==> config.mk <==
export PLATFORM = sky130hd
export DESIGN_NAME = cpu_read_responder_flat
export DESIGN_NICKNAME = d
export VERILOG_FILES = /design/src/rtl/cpu_read_responder_if.sv /design/src/rtl/cpu_read_responder.sv /design/src/flat_wrapper.sv
export SDC_FILE = /design/constraint.sdc
export NUM_CORES = 1
export LEC_CHECK = 0
export BUFFER_PORTS_ARGS = -buffer_cell sky130_fd_sc_hd__buf_4
export CORE_ASPECT_RATIO = 0.75
export CORE_MARGIN = 5
export CORE_UTILIZATION = 43
export CTS_CLUSTER_DIAMETER = 30
export DETAILED_ROUTE_END_ITERATION = 6
export PLACE_DENSITY = 0.78
export SYNTH_ARGS = -nofsm -noshare
export SYNTH_HDL_FRONTEND = slang
export SYNTH_SLANG_ARGS = --single-unit
==> constraint.sdc <==
create_clock -name CLK -period 1.8 [get_ports CLK]
set_clock_uncertainty 0.15 [all_clocks]
set_input_delay 0.09 -clock CLK [delete_from_list [all_inputs] [get_ports CLK]]
set_output_delay 0.09 -clock CLK [all_outputs]
set_load 0.05 [all_outputs]
==> src/rtl/cpu_read_responder_if.sv <==
// CPU read-cycle bus bundle: strobes and address in, read data and enable out.
// The master side is the CPU bus model; the slave side is the read responder.
interface cpu_read_responder_if;
    logic        EN;
    logic        RD;
    logic        RDWR;
    logic [1:0]  BRAM_SELECT;
    logic [13:0] ADDR;
    logic [15:0] DATA_OUT;
    logic        DATA_OE;

    modport master (
        output EN,
        output RD,
        output RDWR,
        output BRAM_SELECT,
        output ADDR,
        input  DATA_OUT,
        input  DATA_OE
    );

    modport slave (
        input  EN,
        input  RD,
        input  RDWR,
        input  BRAM_SELECT,
        input  ADDR,
        output DATA_OUT,
        output DATA_OE
    );
endinterface

==> src/rtl/cpu_read_responder.sv <==
// CPU-bus read responder for the controller register space (CPU_CKIO domain).
// Optional macro CPU_READ_SYS_TIME_SNAPSHOT_EN: coherent 64-bit system-time reads.
module cpu_read_responder #(
    parameter logic [15:0] VERSION    = 16'h0010,
    parameter int          SYS_TIME_W = 64
) (
    input  logic                  CLK,
    input  logic                  RESET_N,
    cpu_read_responder_if.slave   bus,
    input  logic [SYS_TIME_W-1:0] SYS_TIME,
    input  logic                  THERMO,
    input  logic [15:0]           CTRL_FLAG,
    input  logic [15:0]           MOD_ADDR_OFFSET
);

    typedef enum logic [1:0] {
        IDLE   = 2'd0,
        DECODE = 2'd1,
        HOLD   = 2'd2
    } state_t;

    state_t      state_q;
    state_t      state_d;
    logic        rs;
    logic        rs_q;
    logic        start;
    logic        latch;
    logic        load;
    logic        clear;
    logic [1:0]  bsel_q;
    logic [13:0] addr_q;
    logic [15:0] dout_q;
    logic        oe_q;
    logic [15:0] cnt_q;
    logic        thermo_meta;
    logic        thermo_s;
    logic [15:0] rd_data;
    logic [63:0] st;

    assign st    = 64'(SYS_TIME);
    assign rs    = bus.EN & bus.RD & bus.RDWR;
    // rs_q resets high so a strobe still asserted across reset is not a new read
    assign start = rs & ~rs_q;

    assign bus.DATA_OUT = dout_q;
    assign bus.DATA_OE  = oe_q;

`ifdef CPU_READ_SYS_TIME_SNAPSHOT_EN
    // Word 0 is always served live, so only the upper three words are kept
    logic [47:0] snap_hi_q;
    logic        snap_hit;

    assign snap_hit = (bsel_q == 2'h0) && (addr_q == 14'h0002);
`endif

    always_comb begin
        state_d = state_q;
        latch   = 1'b0;
        load    = 1'b0;
        clear   = 1'b0;
        unique case (state_q)
            IDLE: begin
                if (start) begin
                    state_d = DECODE;
                    latch   = 1'b1;
                end
            end
            DECODE: begin
                if (rs) begin
                    state_d = HOLD;
                    load    = 1'b1;
                end else begin
                    state_d = IDLE;
                end
            end
            HOLD: begin
                if (!rs) begin
                    state_d = IDLE;
                    clear   = 1'b1;
                end
            end
            default: state_d = IDLE;
        endcase
    end

    always_comb begin
        rd_data = 16'h0000;
        if (bsel_q == 2'h0) begin
            case (addr_q)
                14'h0000: rd_data = CTRL_FLAG;
                14'h0001: rd_data = {15'b0, thermo_s};
                14'h0002: rd_data = st[15:0];
`ifdef CPU_READ_SYS_TIME_SNAPSHOT_EN
                14'h0003: rd_data = snap_hi_q[15:0];
                14'h0004: rd_data = snap_hi_q[31:16];
                14'h0005: rd_data = snap_hi_q[47:32];
`else
                14'h0003: rd_data = st[31:16];
                14'h0004: rd_data = st[47:32];
                14'h0005: rd_data = st[63:48];
`endif
                14'h0006: rd_data = MOD_ADDR_OFFSET;
                14'h0007: rd_data = cnt_q;
                14'h003F: rd_data = VERSION;
                default:  rd_data = 16'h0000;
            endcase
        end
    end

    always_ff @(posedge CLK) begin
        if (!RESET_N) begin
            state_q     <= IDLE;
            rs_q        <= 1'b1;
            bsel_q      <= 2'h0;
            addr_q      <= 14'h0000;
            dout_q      <= 16'h0000;
            oe_q        <= 1'b0;
            cnt_q       <= 16'h0000;
            thermo_meta <= 1'b0;
            thermo_s    <= 1'b0;
        end else begin
            state_q     <= state_d;
            rs_q        <= rs;
            thermo_meta <= THERMO;
            thermo_s    <= thermo_meta;
            if (latch) begin
                bsel_q <= bus.BRAM_SELECT;
                addr_q <= bus.ADDR;
            end
            if (load) begin
                dout_q <= rd_data;
                oe_q   <= 1'b1;
                cnt_q  <= cnt_q + 16'd1;
            end else if (clear) begin
                dout_q <= 16'h0000;
                oe_q   <= 1'b0;
            end
        end
    end

`ifdef CPU_READ_SYS_TIME_SNAPSHOT_EN
    always_ff @(posedge CLK) begin
        if (!RESET_N) begin
            snap_hi_q <= 48'h0;
        end else if (load && snap_hit) begin
            snap_hi_q <= st[63:16];
        end
    end
`endif

endmodule

==> src/flat_wrapper.sv <==
// flat-port wrapper written by rule: the top's interface ports become plain ports
module cpu_read_responder_flat 
#(
    parameter logic [15:0] VERSION    = 16'h0010,
    parameter int          SYS_TIME_W = 64
)
  (CLK, RESET_N, SYS_TIME, THERMO, CTRL_FLAG, MOD_ADDR_OFFSET, bus_EN, bus_RD, bus_RDWR, bus_BRAM_SELECT, bus_ADDR, bus_DATA_OUT, bus_DATA_OE);
  cpu_read_responder_if bus_i ();
  input  logic CLK;
  input  logic RESET_N;
  input  logic [SYS_TIME_W-1:0] SYS_TIME;
  input  logic THERMO;
  input  logic [15:0] CTRL_FLAG;
  input  logic [15:0] MOD_ADDR_OFFSET;
  input wire logic [$bits(bus_i.EN)-1:0] bus_EN;
  input wire logic [$bits(bus_i.RD)-1:0] bus_RD;
  input wire logic [$bits(bus_i.RDWR)-1:0] bus_RDWR;
  input wire logic [$bits(bus_i.BRAM_SELECT)-1:0] bus_BRAM_SELECT;
  input wire logic [$bits(bus_i.ADDR)-1:0] bus_ADDR;
  output wire logic [$bits(bus_i.DATA_OUT)-1:0] bus_DATA_OUT;
  output wire logic [$bits(bus_i.DATA_OE)-1:0] bus_DATA_OE;
  assign bus_i.EN = bus_EN;
  assign bus_i.RD = bus_RD;
  assign bus_i.RDWR = bus_RDWR;
  assign bus_i.BRAM_SELECT = bus_BRAM_SELECT;
  assign bus_i.ADDR = bus_ADDR;
  assign bus_DATA_OUT = bus_i.DATA_OUT;
  assign bus_DATA_OE = bus_i.DATA_OE;
  cpu_read_responder #(.VERSION(VERSION), .SYS_TIME_W(SYS_TIME_W)) u_core (.CLK(CLK), .RESET_N(RESET_N), .bus(bus_i), .SYS_TIME(SYS_TIME), .THERMO(THERMO), .CTRL_FLAG(CTRL_FLAG), .MOD_ADDR_OFFSET(MOD_ADDR_OFFSET));
endmodule
==> results.txt <==
- Counting instances, the worst hold path has a depth of 4.
- Cell area after layout: 0.00514 mm^2
* Global routing usage on met2: 42.2%
* Worst path bufs/invs: 1
* Cell row count: 26
- First-pass GRT wire length: 17900 um
* Worst skew pair latency: 320 ps
* Final routed wirelength across all metal layers: 11900 um
- Worst-path fanout max: 5
* Type of destination of the critical path: register
* ANT nets after route: 0
- The number of cells on the worst reg-to-reg path is 5.
* Number of hold violations in the final report: 0
- Most common cell after layout, fill and taps aside: buf_4
* Leakage Power: 2.10 nW
* Met1 routing resource usage after global routing: 31.7%
- The path class of the tightest hold or removal check is in2reg.
* Overall global routing resource usage: 24.9%
- Placed instance count: 629
- Routability-driven placement finished with a final weighted congestion of 0.894.
- Areal power density over the cells: 510 mW/mm^2
- Critical Path Source: u_core.addr_q[0]
* Endpoint of the most critical setup path: u_core.bus.DATA_OUT[12]
- Once the floorplan was initialized, standard cells occupied 44.5% of the core.
- Run status: complete, but fails checks
- Data arrives at the worst endpoint at 2080 ps.
* Delay-heaviest family, CP: compound AO/OA/AOI/OAI gates
- R2r startpoint: u_core.addr_q[0]
- Final-layout fill cell count: 479
- ANT cells: 0
- Of all cell types, the one taking the most synthesized area is dfxtp_1.
- Counting buffers and inverters, the worst setup path is 5 cells deep.
- Worst slew margin relative to its limit: 51.0%
* Mapped cell area: 0.00305 mm^2
* Yosys warning count: 0
- STA puts the critical path data required time at 1890 ps.
- After layout, the worst path uses 111% of the clock period.
- Critical path's largest stage delay: 540 ps
* Final cell count without fillers: 667
* Setup-failing EPs final: 16
- The first TritonRoute pass finished after 5 iterations.
- The number of pins exceeding their max-slew limit in the final report was 0.
- Across the VDD grid, the largest voltage drop is 323 uV.
- Number of I/O pins: 135
- Timing would allow up to 503 MHz.
- The worst path in the final design needs a cycle of 1990 ps, including I/O delays and setup.
- Number of standard cells after synthesis: 367
* Worst path slowest cell: or4_4
- Post-synthesis area per instance: 8.32 um^2
- Floorplan die width: 107 um
- Clock-pin transition on the worst setup and hold timing paths: 100 ps
- From synthesis to final layout, the design area changed by 68.2%.
* Clock tree from TritonCTS: yes
* CTS Sinks: 54
* Flip-flop and latch count after synthesis: 54
- The die covers 0.00891 mm^2.
* Core Box Area: 0.00686 mm^2
- By startpoint and endpoint, the worst setup path is classified as reg2reg.
- Setup TNS after final layout: -2690 ps
* Number of buffers added on ports: 134
- Reg-to-reg slack, setup: -190 ps
* Cell Area, Placed: 0.00452 mm^2
* Vias in the first global route: 3616
* Commonest cells after routing, fill and taps aside: 181 x buf_4, 64 x nand2_1, 44 x dfxtp_1
- For this run, the register share of the synthesized area comes to 35.4%.
* CTS H-tree lvls: 2
* Via-per-instance ratio: 5.62
* Number of DRC violations after detailed-routing iteration 0: 343
* Remaining Overflow, GRT: 0
- TritonCTS created 5 clock buffers.
- GR met3 Demand/Resource: 6.20%
- Counting along the longest clock path gives a buffer depth of 2.
- DPL Wire Length: 8700 um
- Via count of the routed design: 3747
* Number of antenna violations at the first check in global routing: 0
* Die height: 83.0 um
- Yosys top cell area share: 35.4%
- Ordered list of cells on the worst path: nand2_2, or4_4, a2111o_1, buf_6, o21ai_2
- Leading cell types by total area after synthesis: dfxtp_1 35%, nand2_1 8.0%, mux2i_1 5.2%
* Most used routing layer in global routing: met2
* Root Driver: clkbuf_8
* MaxCap Viol Count: 0
- The endpoint identified for the worst register-to-register timing path is u_core.bus.DATA_OUT[12].
- NumNets Final: 688
* Least setup slack across all paths after layout: -190 ps
* Largest net degree at the start of global routing: 34
* Slew @ Worst Pin: 732 ps
- DRC violation count after routing: 0
* Library cells used by synthesis: 48
- Routed WL per cell: 17.9 um
- Setup repair after global routing missed its margin: yes
- In the final layout, the share of cells above drive strength 1 is 46.0%.
- When the netlist entered floorplanning its net count stood at 486.
* Failing checks: negative setup slack
- STA classifies the critical path startpoint as a register.
## logic make-up after synthesis
family / after synthesis / share of synthesized area (%)
simple gates: 155 / 25.6
compound gates: 85 / 17.2
flops: 54 / 35.4
mux: 32 / 13.4
buf+inv: 24 / 3.40
xor+xnor: 16 / 4.59
fa+ha+maj: 1 / 0.410
## worst min path at each step
stage                startpoint                      to  slack [ps]
floorplan               RESET_N             u_core.rs_q           2
global placement         THERMO      u_core.thermo_meta         150
detailed placement       THERMO      u_core.thermo_meta         150
CTS                 SYS_TIME[7]  u_core.bus.DATA_OUT[7]           5
global route        SYS_TIME[5]  u_core.bus.DATA_OUT[5]           8
finish              SYS_TIME[5]  u_core.bus.DATA_OUT[5]          10
## report_power, final
group / internal [W] / switching [W] / leakage, nW / total, W
Combinational: 0.000346 / 0.000247 / 1.60 / 0.000593
Sequential: 0.00120 / 0.00000748 / 0.441 / 0.00121
Clock: 0.000410 / 0.000403 / 0.0542 / 0.000813
## per-layer routing
layer | wire [um] | vias up
met5 | 0 | -
met4 | 222 | 0
met3 | 1260 | 22
met2 | 5750 | 206
met1 | 4720 | 1766
li1 | - | 1753
## cells in the mapped netlist, drive strengths merged
cell type and count:
xor2 9, a21oi 24, a2111o 1, a32oi 3, ha 1, or4 3, and4bb 1, nand4b 1
o2bb2ai 5, nand3b 2, o32ai 1, inv 1, mux2 10, a31oi 2, and2 4, and4 3
nor2 26, o31ai 1, a311oi 2, o21ai 26, mux2i 16, and3 2, nand4 11, a22oi 12
a211oi 6, nor4 9, nor3 4, xnor2 7, buf 11, mux4 6, clkinv 1, dfxtp 54
clkbuf 11, o22ai 1, nand3 19, a21o 1, or3 1, and4b 1, nor3b 1, nand2 65
nor2b 2
## repair_timing
| action | CTS | global route |
|---|---|---|
| pin swaps | 8 | 4 |
| setup buffers | 1 | 2 |
| hold endpoints to repair | 26 | 0 |
| cloned | 1 | 0 |
| hold buffers | 27 | 0 |
| setup endpoints to repair | 19 | 23 |
| resized for setup | 17 | 38 |
## per-stage QoR
step / worst slack (ps) / hold WS (ps) / power, W / utilization, %
floorplan: -86.8 / 1.94 / 0.00143 / -
global placement: -92.0 / 154 / 0.00173 / 65.8
detailed placement: -146 / 153 / 0.00174 / 65.8
CTS: -126 / 5.06 / 0.00258 / 72.3
global route: -231 / 7.75 / 0.00271 / 74.8
finish: -190 / 14.4 / 0.00262 / 74.8
## sequential cells by signal, summed over array words and instances (netlist names)
signal and cells:
u_core.thermo_meta 1, u_core.state_q 2, u_core.bus.DATA_OE 1, u_core.addr_q 14, u_core.thermo_s 1, u_core.bus.DATA_OUT 16
u_core.bsel_q 2, u_core.cnt_q 16, u_core.rs_q 1
## worst min-delay path, cell delays in order
cell and delay, ps:
buf_4 80, o2bb2ai_1 100, a211oi_1 60, o21ai_2 120
## cell type report
type                    instances  area, um^2  area share, %
clock buffers                   5        68.8           1.34
clock inverters                 2        38.8          0.755
inverters                       2        7.51          0.146
multi-input cells             289        2060           40.2
flip-flops and latches         54        1100           21.3
well taps                      98         123           2.39
repair buffers                217        1740           33.9
(Power assumes the default switching activity.)
